`src/rtl/simon_core_param_if.sv`:
```
// Host-side handshake and data bus for simon_core_param. The host drives the master modport.
interface simon_core_param_if #(
  parameter int N = 32,
  parameter int M = 3
);
  logic                  newKey;
  logic [M-1:0][N-1:0]   KEY;
  logic                  newData;
  logic                  enc_dec;
  logic [1:0][N-1:0]     BLOCK;
  logic                  readData;
  logic                  loadKey;
  logic                  loadData;
  logic                  doneKey;
  logic                  doneData;
  logic [1:0][N-1:0]     outData;
  logic [3:0]            mode;

  modport master (
    output newKey, KEY, newData, enc_dec, BLOCK, readData,
    input  loadKey, loadData, doneKey, doneData, outData, mode
  );

  modport slave (
    input  newKey, KEY, newData, enc_dec, BLOCK, readData,
    output loadKey, loadData, doneKey, doneData, outData, mode
  );
endinterface

```
`src/rtl/simon_core_param.sv`:
```
// Iterative SIMON (any legal N/M): expands the key once into a schedule RAM, then one round per clk.
// Optional feature macro SIMON_DECRYPT_EN adds the decrypt datapath and reverse key addressing.
module simon_core_param #(
  parameter int N  = 32,
  parameter int M  = 3,
  parameter int Cb = 7
) (
  input logic               clk,
  input logic               R,
  simon_core_param_if.slave bus
);
  function automatic int rounds_for(input int n, input int m);
    if (n == 16 && m == 4) return 32;
    if (n == 24 && m == 3) return 36;
    if (n == 24 && m == 4) return 36;
    if (n == 32 && m == 3) return 42;
    if (n == 32 && m == 4) return 44;
    if (n == 48 && m == 2) return 52;
    if (n == 48 && m == 3) return 54;
    if (n == 64 && m == 2) return 68;
    if (n == 64 && m == 3) return 69;
    if (n == 64 && m == 4) return 72;
    return 0;
  endfunction

  // Sequences are written z[0] first, so bit j of the sequence sits at literal bit 61-j.
  function automatic logic [61:0] z_for(input int n, input int m);
    logic [61:0] z0, z1, z2, z3, z4;
    z0 = 62'b11111010001001010110000111001101111101000100101011000011100110;
    z1 = 62'b10001110111110010011000010110101000111011111001001100001011010;
    z2 = 62'b10101111011100000011010010011000101000010001111110010110110011;
    z3 = 62'b11011011101011000110010111100000010010001010011100110100001111;
    z4 = 62'b11010001111001101011011000100000010111000011001010010011101111;
    if (n == 16)            return z0;
    if (n == 24)            return (m == 3) ? z0 : z1;
    if (n == 32)            return (m == 3) ? z2 : z3;
    if (n == 48)            return (m == 2) ? z2 : z3;
    if (m == 2)             return z2;
    if (m == 3)             return z3;
    return z4;
  endfunction

  localparam int              T    = rounds_for(N, M);
  localparam int              TD   = (T > 0) ? T : 2;
  localparam int              AW   = $clog2(TD);
  localparam logic [61:0]     ZSEQ = z_for(N, M);
  localparam logic [Cb-1:0]   LAST = Cb'(TD - 1);

  if (T == 0) begin : g_bad_nm
    $error("simon_core_param: unsupported N=%0d M=%0d", N, M);
  end
  if ((1 << Cb) <= T) begin : g_bad_cb
    $error("simon_core_param: Cb=%0d too small for T=%0d", Cb, T);
  end

  function automatic logic [N-1:0] rol(input logic [N-1:0] v, input int unsigned s);
    return (v << s) | (v >> (N - s));
  endfunction

  function automatic logic [N-1:0] ror(input logic [N-1:0] v, input int unsigned s);
    return (v >> s) | (v << (N - s));
  endfunction

  function automatic logic [N-1:0] sf(input logic [N-1:0] v);
    return (rol(v, 1) & rol(v, 8)) ^ rol(v, 2);
  endfunction

  typedef enum logic [3:0] {
    IDLE  = 4'd0,
    KEXP  = 4'd1,
    READY = 4'd2,
    RUN   = 4'd3,
    DONE  = 4'd4
  } state_t;

  state_t            state, state_nxt;
  logic [N-1:0]      kreg [M];
  logic [N-1:0]      win  [M];
  logic [N-1:0]      ram  [TD];
  logic [Cb-1:0]     kidx, rcnt, raddr;
  logic [5:0]        zi;
  logic [N-1:0]      x, y, rk, knew, ktmp;
  logic              kvalid, done_key_q, done_data_q, load_key, load_data, key_cap;
  logic [1:0][N-1:0] out_q;

  assign bus.loadKey  = load_key;
  assign bus.loadData = load_data;
  assign bus.doneKey  = done_key_q;
  assign bus.doneData = done_data_q;
  assign bus.outData  = out_q;
  assign bus.mode     = state;

  always_ff @(posedge clk) begin
    if (R) state <= IDLE;
    else   state <= state_nxt;
  end

  always_comb begin
    state_nxt = state;
    load_key  = 1'b0;
    load_data = 1'b0;
    case (state)
      IDLE: begin
        load_key = 1'b1;
        if (bus.newKey) state_nxt = KEXP;
      end
      KEXP:  if (kidx == LAST) state_nxt = READY;
      READY: begin
        load_key  = 1'b1;
        load_data = 1'b1;
        if (bus.newData && kvalid) state_nxt = RUN;
        else if (bus.newKey)       state_nxt = KEXP;
      end
      RUN:   if (rcnt == LAST) state_nxt = DONE;
      DONE:  if (done_data_q && bus.readData) state_nxt = READY;
      default: state_nxt = IDLE;
    endcase
  end

  assign key_cap = (state != KEXP) && (state_nxt == KEXP);

  // Only the last M words are needed to produce the next one, so expansion runs
  // from a shift window while the RAM only ever sees a single write per cycle.
  always_comb begin
    ktmp = ror(win[M-1], 3);
    if (M == 4) ktmp = ktmp ^ win[1];
    ktmp = ktmp ^ ror(ktmp, 1);
    knew = ~win[0] ^ ktmp ^ N'(ZSEQ[6'd61 - zi]) ^ N'(3);
  end

  always_ff @(posedge clk) begin
    if (key_cap) begin
      for (int unsigned j = 0; j < M; j++) begin
        kreg[j] <= bus.KEY[j];
        win[j]  <= bus.KEY[j];
      end
    end else if (state == KEXP) begin
      for (int unsigned j = 0; j + 1 < M; j++) win[j] <= win[j+1];
      win[M-1]             <= knew;
      ram[kidx[AW-1:0]]    <= knew;
    end
  end

`ifdef SIMON_DECRYPT_EN
  logic decr;
  assign raddr = decr ? (LAST - rcnt) : rcnt;
`else
  logic unused_enc_dec;
  assign unused_enc_dec = bus.enc_dec;
  assign raddr          = rcnt;
`endif

  // Words 0..M-1 live in the captured key registers; the RAM holds M..T-1.
  always_comb begin
    rk = ram[raddr[AW-1:0]];
    for (int unsigned j = 0; j < M; j++)
      if (raddr == Cb'(j)) rk = kreg[j];
  end

  always_ff @(posedge clk) begin
    if (R) begin
      kidx        <= '0;
      zi          <= '0;
      rcnt        <= '0;
      x           <= '0;
      y           <= '0;
      kvalid      <= 1'b0;
      done_key_q  <= 1'b0;
      done_data_q <= 1'b0;
      out_q       <= '0;
`ifdef SIMON_DECRYPT_EN
      decr        <= 1'b0;
`endif
    end else begin
      done_key_q <= 1'b0;
      if (key_cap) begin
        kidx   <= Cb'(M);
        zi     <= '0;
        kvalid <= 1'b0;
      end
      case (state)
        KEXP: begin
          kidx <= (kidx == LAST) ? kidx : kidx + Cb'(1);
          zi   <= (zi == 6'd61) ? '0 : zi + 6'd1;
          if (kidx == LAST) begin
            done_key_q <= 1'b1;
            kvalid     <= 1'b1;
          end
        end
        READY: if (bus.newData && kvalid) begin
          x    <= bus.BLOCK[1];
          y    <= bus.BLOCK[0];
          rcnt <= '0;
`ifdef SIMON_DECRYPT_EN
          decr <= ~bus.enc_dec;
`endif
        end
        RUN: begin
`ifdef SIMON_DECRYPT_EN
          if (decr) begin
            x <= y;
            y <= x ^ sf(y) ^ rk;
          end else
`endif
          begin
            x <= y ^ sf(x) ^ rk;
            y <= x;
          end
          if (rcnt != LAST) rcnt <= rcnt + Cb'(1);
        end
        DONE: begin
          if (!done_data_q) begin
            out_q       <= {x, y};
            done_data_q <= 1'b1;
          end else if (bus.readData) begin
            done_data_q <= 1'b0;
          end
        end
        default: ;
      endcase
    end
  end
endmodule
```
`src/flat_wrapper.sv`:
```
// flat-port wrapper written by rule: the top's interface ports become plain ports
module simon_core_param_flat 
#(
  parameter int N  = 32,
  parameter int M  = 3,
  parameter int Cb = 7
)
  (clk, R, bus_newKey, bus_KEY, bus_newData, bus_enc_dec, bus_BLOCK, bus_readData, bus_loadKey, bus_loadData, bus_doneKey, bus_doneData, bus_outData, bus_mode);
  simon_core_param_if #(.N(N), .M(M)) bus_i ();
  input logic clk;
  input logic R;
  input wire logic [$bits(bus_i.newKey)-1:0] bus_newKey;
  input wire logic [$bits(bus_i.KEY)-1:0] bus_KEY;
  input wire logic [$bits(bus_i.newData)-1:0] bus_newData;
  input wire logic [$bits(bus_i.enc_dec)-1:0] bus_enc_dec;
  input wire logic [$bits(bus_i.BLOCK)-1:0] bus_BLOCK;
  input wire logic [$bits(bus_i.readData)-1:0] bus_readData;
  output wire logic [$bits(bus_i.loadKey)-1:0] bus_loadKey;
  output wire logic [$bits(bus_i.loadData)-1:0] bus_loadData;
  output wire logic [$bits(bus_i.doneKey)-1:0] bus_doneKey;
  output wire logic [$bits(bus_i.doneData)-1:0] bus_doneData;
  output wire logic [$bits(bus_i.outData)-1:0] bus_outData;
  output wire logic [$bits(bus_i.mode)-1:0] bus_mode;
  assign bus_i.newKey = bus_newKey;
  assign bus_i.KEY = bus_KEY;
  assign bus_i.newData = bus_newData;
  assign bus_i.enc_dec = bus_enc_dec;
  assign bus_i.BLOCK = bus_BLOCK;
  assign bus_i.readData = bus_readData;
  assign bus_loadKey = bus_i.loadKey;
  assign bus_loadData = bus_i.loadData;
  assign bus_doneKey = bus_i.doneKey;
  assign bus_doneData = bus_i.doneData;
  assign bus_outData = bus_i.outData;
  assign bus_mode = bus_i.mode;
  simon_core_param #(.N(N), .M(M), .Cb(Cb)) u_core (.clk(clk), .R(R), .bus(bus_i));
endmodule
```
`config.mk`:
```
export PLATFORM = sky130hd
export DESIGN_NAME = simon_core_param_flat
export DESIGN_NICKNAME = d
export VERILOG_FILES = /design/src/rtl/simon_core_param_if.sv /design/src/rtl/simon_core_param.sv /design/src/flat_wrapper.sv
export SDC_FILE = /design/constraint.sdc
export NUM_CORES = 2
export LEC_CHECK = 0
export ABC_CLOCK_PERIOD_IN_PS = 17190
export CAP_MARGIN = 10
export CORE_MARGIN = 2
export CORE_UTILIZATION = 35
export CTS_CLUSTER_SIZE = 30
export DETAILED_ROUTE_END_ITERATION = 10
export GPL_TIMING_DRIVEN = 0
export HOLD_SLACK_MARGIN = 0.02
export SYNTH_ARGS = -nofsm -noshare
export SYNTH_HDL_FRONTEND = slang
export SYNTH_SLANG_ARGS = --single-unit
```
`constraint.sdc`:
```
create_clock -name clk -period 17.19 [get_ports clk]
set_input_delay 5.157 -clock clk [delete_from_list [all_inputs] [get_ports clk]]
set_output_delay 5.157 -clock clk [all_outputs]
set_load 0.01 [all_outputs]
```
# --- After elaboration in Yosys (flattened, before gate mapping) ---
# Memory sizes are Yosys's and may differ from the RTL's. A register that Yosys moved wholly into a read port is not among the register bits.
# Index checks and enable logic that the tools add are counted.
classes:
  n_addsub: 4
  n_mul: 0
  n_div: 0
  magnitude_cmp: 1
  n_eq_ne: 15
  n_shift: 0
  n_mux: 41
  n_bitwise: 19
  reduce_logical: 13
op_table:
  columns: ["op", "n"]
  rows:
  - ["$mux W32", 8]
  - ["$xor A32 B32 Y32", 5]
  - ["$pmux W32 S2", 2]
  - ["$mux W7", 5]
  - ["$and A32 B32 Y32", 1]
  - ["$not A32 Y32", 1]
  - ["$or A29 B32 Y32", 1]
  - ["$or A31 B32 Y32", 1]
  - ["$or A32 B1 Y32", 1]
  - ["$or A32 B2 Y32", 1]
  - ["$or A32 B8 Y32", 1]
  - ["$xor A32 B1 Y32", 1]
  - ["$mux W6", 5]
  - ["$mux W4", 5]
  - ["$pmux W4 S5", 1]
  - ["$add A7 B1 Y7 const B", 2]
  - ["$eq A7 B6 Y1 const B", 2]
  - ["$mux W1", 14]
  - ["$pmux W7 S2", 1]
  - ["$eq A4 B1 Y1 const B", 2]
  - ["$eq A4 B2 Y1 const B", 2]
  - ["$eq A7 B1 Y1 const B", 1]
  - ["$eq A7 B2 Y1 const B", 1]
  - ["$logic_not A7 Y1", 1]
  - ["18 further kinds", 28]
totals:
  register_bits: 155
  latchBits: 0
  ramBits: 1536
  rom_bits: 64
  output_inout_bits: 72
  word_cells: 108
  n_memories: 4
memory_table:
  columns: ["name", "words", "word_bits", "rd", "rd_clocked_by_memory_dff", "write_ports", "line", "source"]
  rows:
  - ["u_core.ram", 42, 32, 1, 1, 1, "simon_core_param.sv:79", "logic [N-1:0] ram [TD];"]
  - ["u_core.kreg", 3, 32, 3, 0, 3, "simon_core_param.sv:77", "logic [N-1:0] kreg [M];"]
  - ["u_core.win", 3, 32, 3, 0, 3, "simon_core_param.sv:78", "logic [N-1:0] win [M];"]
  - ["(no name shown)", 64, 1, 1, 0, 0, "simon_core_param.sv:128", "knew = ~win[0] ^ ktmp ^ N'(ZSEQ[6'd61 - zi]) ^ N'(3);"]

# --- Longest topological paths before layout ---
logic_depth:
  word_depth: 8
  mapped_depth: 12
  mapped_depth_nobuf: 9

# --- Worst setup path before layout ---
# OpenSTA, ideal clock, no wires.
synth_timing:
  path_type: "input -> register"
  start: "input bus_newData"
  end: "memory u_core.kreg[0][0] (enable)"
  t_arrival_ns: 10.425
  t_required_ns: 16.637
  path_slack_ns: 6.212
  path_stages: 7
  path_buffers: 2
  cell_sequence: "nand4b_1 -> or3_1 -> clkbuf_1 -> o21ai_2 -> or4_4 -> buf_6 -> nor2_1"
synth_lines:
  columns: ["item", "line", "source"]
  rows:
  - ["start, declared", "flat_wrapper.sv:14", "input wire logic [$bits(bus_i.newData)-1:0] bus_newData;"]
  - ["end, declared", "simon_core_param.sv:77", null]

==> flow_summary.yaml <==
run_status:
  outcome: "completed"
clock_network:
  root_buffer: "clkbuf_16"
  cts.sinks: 1697
  hold_buffers: 0
  cts_setup_buffers: 0
  htree_levels: 4
  cts_buffer_depth: 3
  cts_resized: 0
  cts_tree: "done"
  clock_latency_ns: 0.83
  clkTransAtPathRegs_ns: 0.06
  numCtsBuffers: 169
detailed_routing:
  route.detailed.drc: 0
  viasPerCell: 5.61
  vias: 42576
  ant_nets: 0
  drt-initial-drc-count: 5693
  dr.pass1.iters: 8
  drt-total-wl_um: 230000
  wl_per_cell_um: 30.3
synth:
  synth_top_area_share_pct: 67.5
  ys_ff_latch: 1697
  yosysUniqueCellTypes: 69
  synth_fp_nets: 4559
  syn_avg_cell_area_um2: 15.6
  yosys-top-cells-count: "1,536 x edfxtp_1, 604 x nand2_1, 443 x mux2i_1"
  synth_top_area_cell: "edfxtp_1"
  postSynth.asyncResetShare_pct: 0
  synth_most_common_cell: "edfxtp_1"
  synthTopCellsByArea: "edfxtp_1 67%, mux2i_1 6.5%, dfxtp_1 4.7%, mux4_2 4.0%, nand2_1 3.3%"
  mappedNetlistArea_mm2: 0.0683
  yosys.area_share.adder_pct: 0.220
  synth_compound_area_share_pct: 6.62
  syn_inst: 4381
  synthMuxAreaShare_pct: 10.8
  ys_seq_area_share_pct: 72.2
  synth_ff_type: "edfxtp_1"
  synth_top_family_by_area: "multiplexers"
  synth-edff-count: 1536
  synthXorXnorAreaFrac_pct: 1.77
  yosysWarnings: 0
  synth-simple-area-share_pct: 6.46
finish:
  syn_to_final_growth_pct: 19.9
  antenna_cells: 0
  final_nets: 5085
  drive_gt1_share_pct: 14.1
timing:
  setup-tns-final_ns: 0
  hold_viol: 0
  rsz0062_at_grt: "no"
  slew_headroom_pct: 15.0
  min_period_ns: 8.07
  fin_skew_ns: 0.0311
  drv_slew: 0
  fin_crit_sh_pct: 46.9
  setup_violations: 0
  tightest_slew_ns: 1.26
  fmax_mhz: 124
min_path:
  hp-class: "flop to flop"
  min_from: "u_core.bus.outData[23]"
die:
  rows: 162
  start_util_pct: 35.2
  core_mm2: 0.194
  die_h_um: 446
  dieArea_mm2: 0.199
  fp.dieW_um: 446
  ios: 238
grt:
  grt_max_degree: 59
  grt_usage_pct: 22.7
  grt_pass1_wl_um: 317000
  grt_overflow_total: 0
  first_global_vias: 40909
  antenna_found_initial: 7
pwr:
  p_total_uw: 9050
  switching_share_pct: 22.6
  ir_drop_mv: 0.117
  power_switching_uw: 2050
  power.density_mw_per_mm2: 110
  comb_power_share_pct: 6.6
  p_int_uw: 7000
  pwr-share-seq_pct: 52.5
  p_leak_uw: 0.0255
  clockPowerShare_pct: 40.9
critical_path:
  endpoint_kind: "flop"
  worstSetupPathType: "input port to flop"
  startpoint: "bus_newData"
  critPathMaxFanout: 35
  arrival_ns: 8.57
  worstPathRequired_ns: 17.69
  startpoint_type: "input port"
placement:
  globalplace.congestion: 0.962
  portBuffers: 236
  hpwl_um: 165000
flow_run:
  drv_cap: 0
metrics by stage:
step           hold slack, ns  worst slack, ns  instance area [µm²]  utilization (%)  cells
2_1_floorplan           0.454             6.21                68300                -   4381
3_3_place_gp            0.446             3.44                73900             38.0   7159
3_5_place_dp            0.447             8.37                76500             39.3   7277
4_1_cts                 0.458             9.22                82000             42.2   7590
5_1_grt                 0.465             9.03                82000             42.2   7591
6_report                0.456             9.12                82000             42.2   7591
worst paths after layout:
| check | endpoint | slack (ns) | cells past startpoint |
|---|---|---|---|
| min | u_core.bus.outData[23] | 0.46 | 2 |
| max | u_core.kreg[0][80] | 9.12 | 9 |
| min reg2reg | u_core.bus.outData[23] | 0.46 | 2 |
| max reg2reg | u_core.x[5] | 12.30 | 10 |
worst max-delay path, cell delays in order:
cell and delay [ns]:
clkdlybuf4s50_1 0.45, nand4b_1 0.15, or3_1 0.12, clkbuf_1 0.51
o21ai_2 0.31, or4_4 0.60, buf_6 0.18, nor2_4 0.76
buf_12 0.30
layout make-up:
class	instances	area [µm²]
well taps	2542	3180
fillers	17316	112000
clock buffers	221	4530
clock inverters	92	951
inverters	11	43.8
multi-input cells	2416	18300
flip-flops and latches	1697	49300
plain buffers	257	1260
repair buffers	355	4400
kinds of logic (layout without fill, tap and decap cells):
family                     count (synthesis)  count (layout)
other                                      1               1
adders and majority gates                 12              12
and+or+nand+nor                          999             999
AOI/OAI and AO/OA                        680             680
xor gates and xnor gates                 138             138
DFF                                     1697            1697
buffers and inverters                    268             936
muxes                                    586             586
routing by layer:
metal	vias to the layer above	wire, µm	track usage [%]
met1	21744	90300	29.9
met2	2325	108000	36.4
met5	-	31	0
li1	18065	-	-
met4	4	11400	10.3
met3	438	20500	4.18
layout by cell type, fill, tap and decap left out, drive strengths merged, types with 17 or more instances in the layout:
cell	n
edfxtp	1536
nand2	604
mux2i	443
clkbuf	344
buf	253
clkdlybuf4s50	236
a21oi	200
dfxtp	161
a22oi	125
mux4	120
nor2	114
nand3	96
xnor2	89
o22ai	83
o21ai	76
clkinv	65
xor2	49
a221oi	36
or3	34
a31oi	34
nor4	29
nor2b	26
a221o	25
mux2	23
o211ai	19
inv	19
nand2b	17
power by group through the flow:
stage          clock network [µW]  registers, µW  logic, µW
2_1_floorplan                   0           4850        185
3_3_place_gp                    0           4890        431
3_5_place_dp                    0           4840        588
4_1_cts                      3730           4750        590
5_1_grt                      3880           4750        620
6_report                     3700           4760        597
sequential cells by signal, indices dropped and copies added (netlist names), 4 cells and up, named ones only:
signal and flops:
u_core.kidx 7, u_core.zi 6, u_core.bus.mode 4, u_core.win 96
u_core.x 32, u_core.kreg 96, u_core.y 32, u_core.raddr 7
u_core.bus.outData 64, u_core.ram 1344
Note: power is estimated with default switching activity, not from simulation.
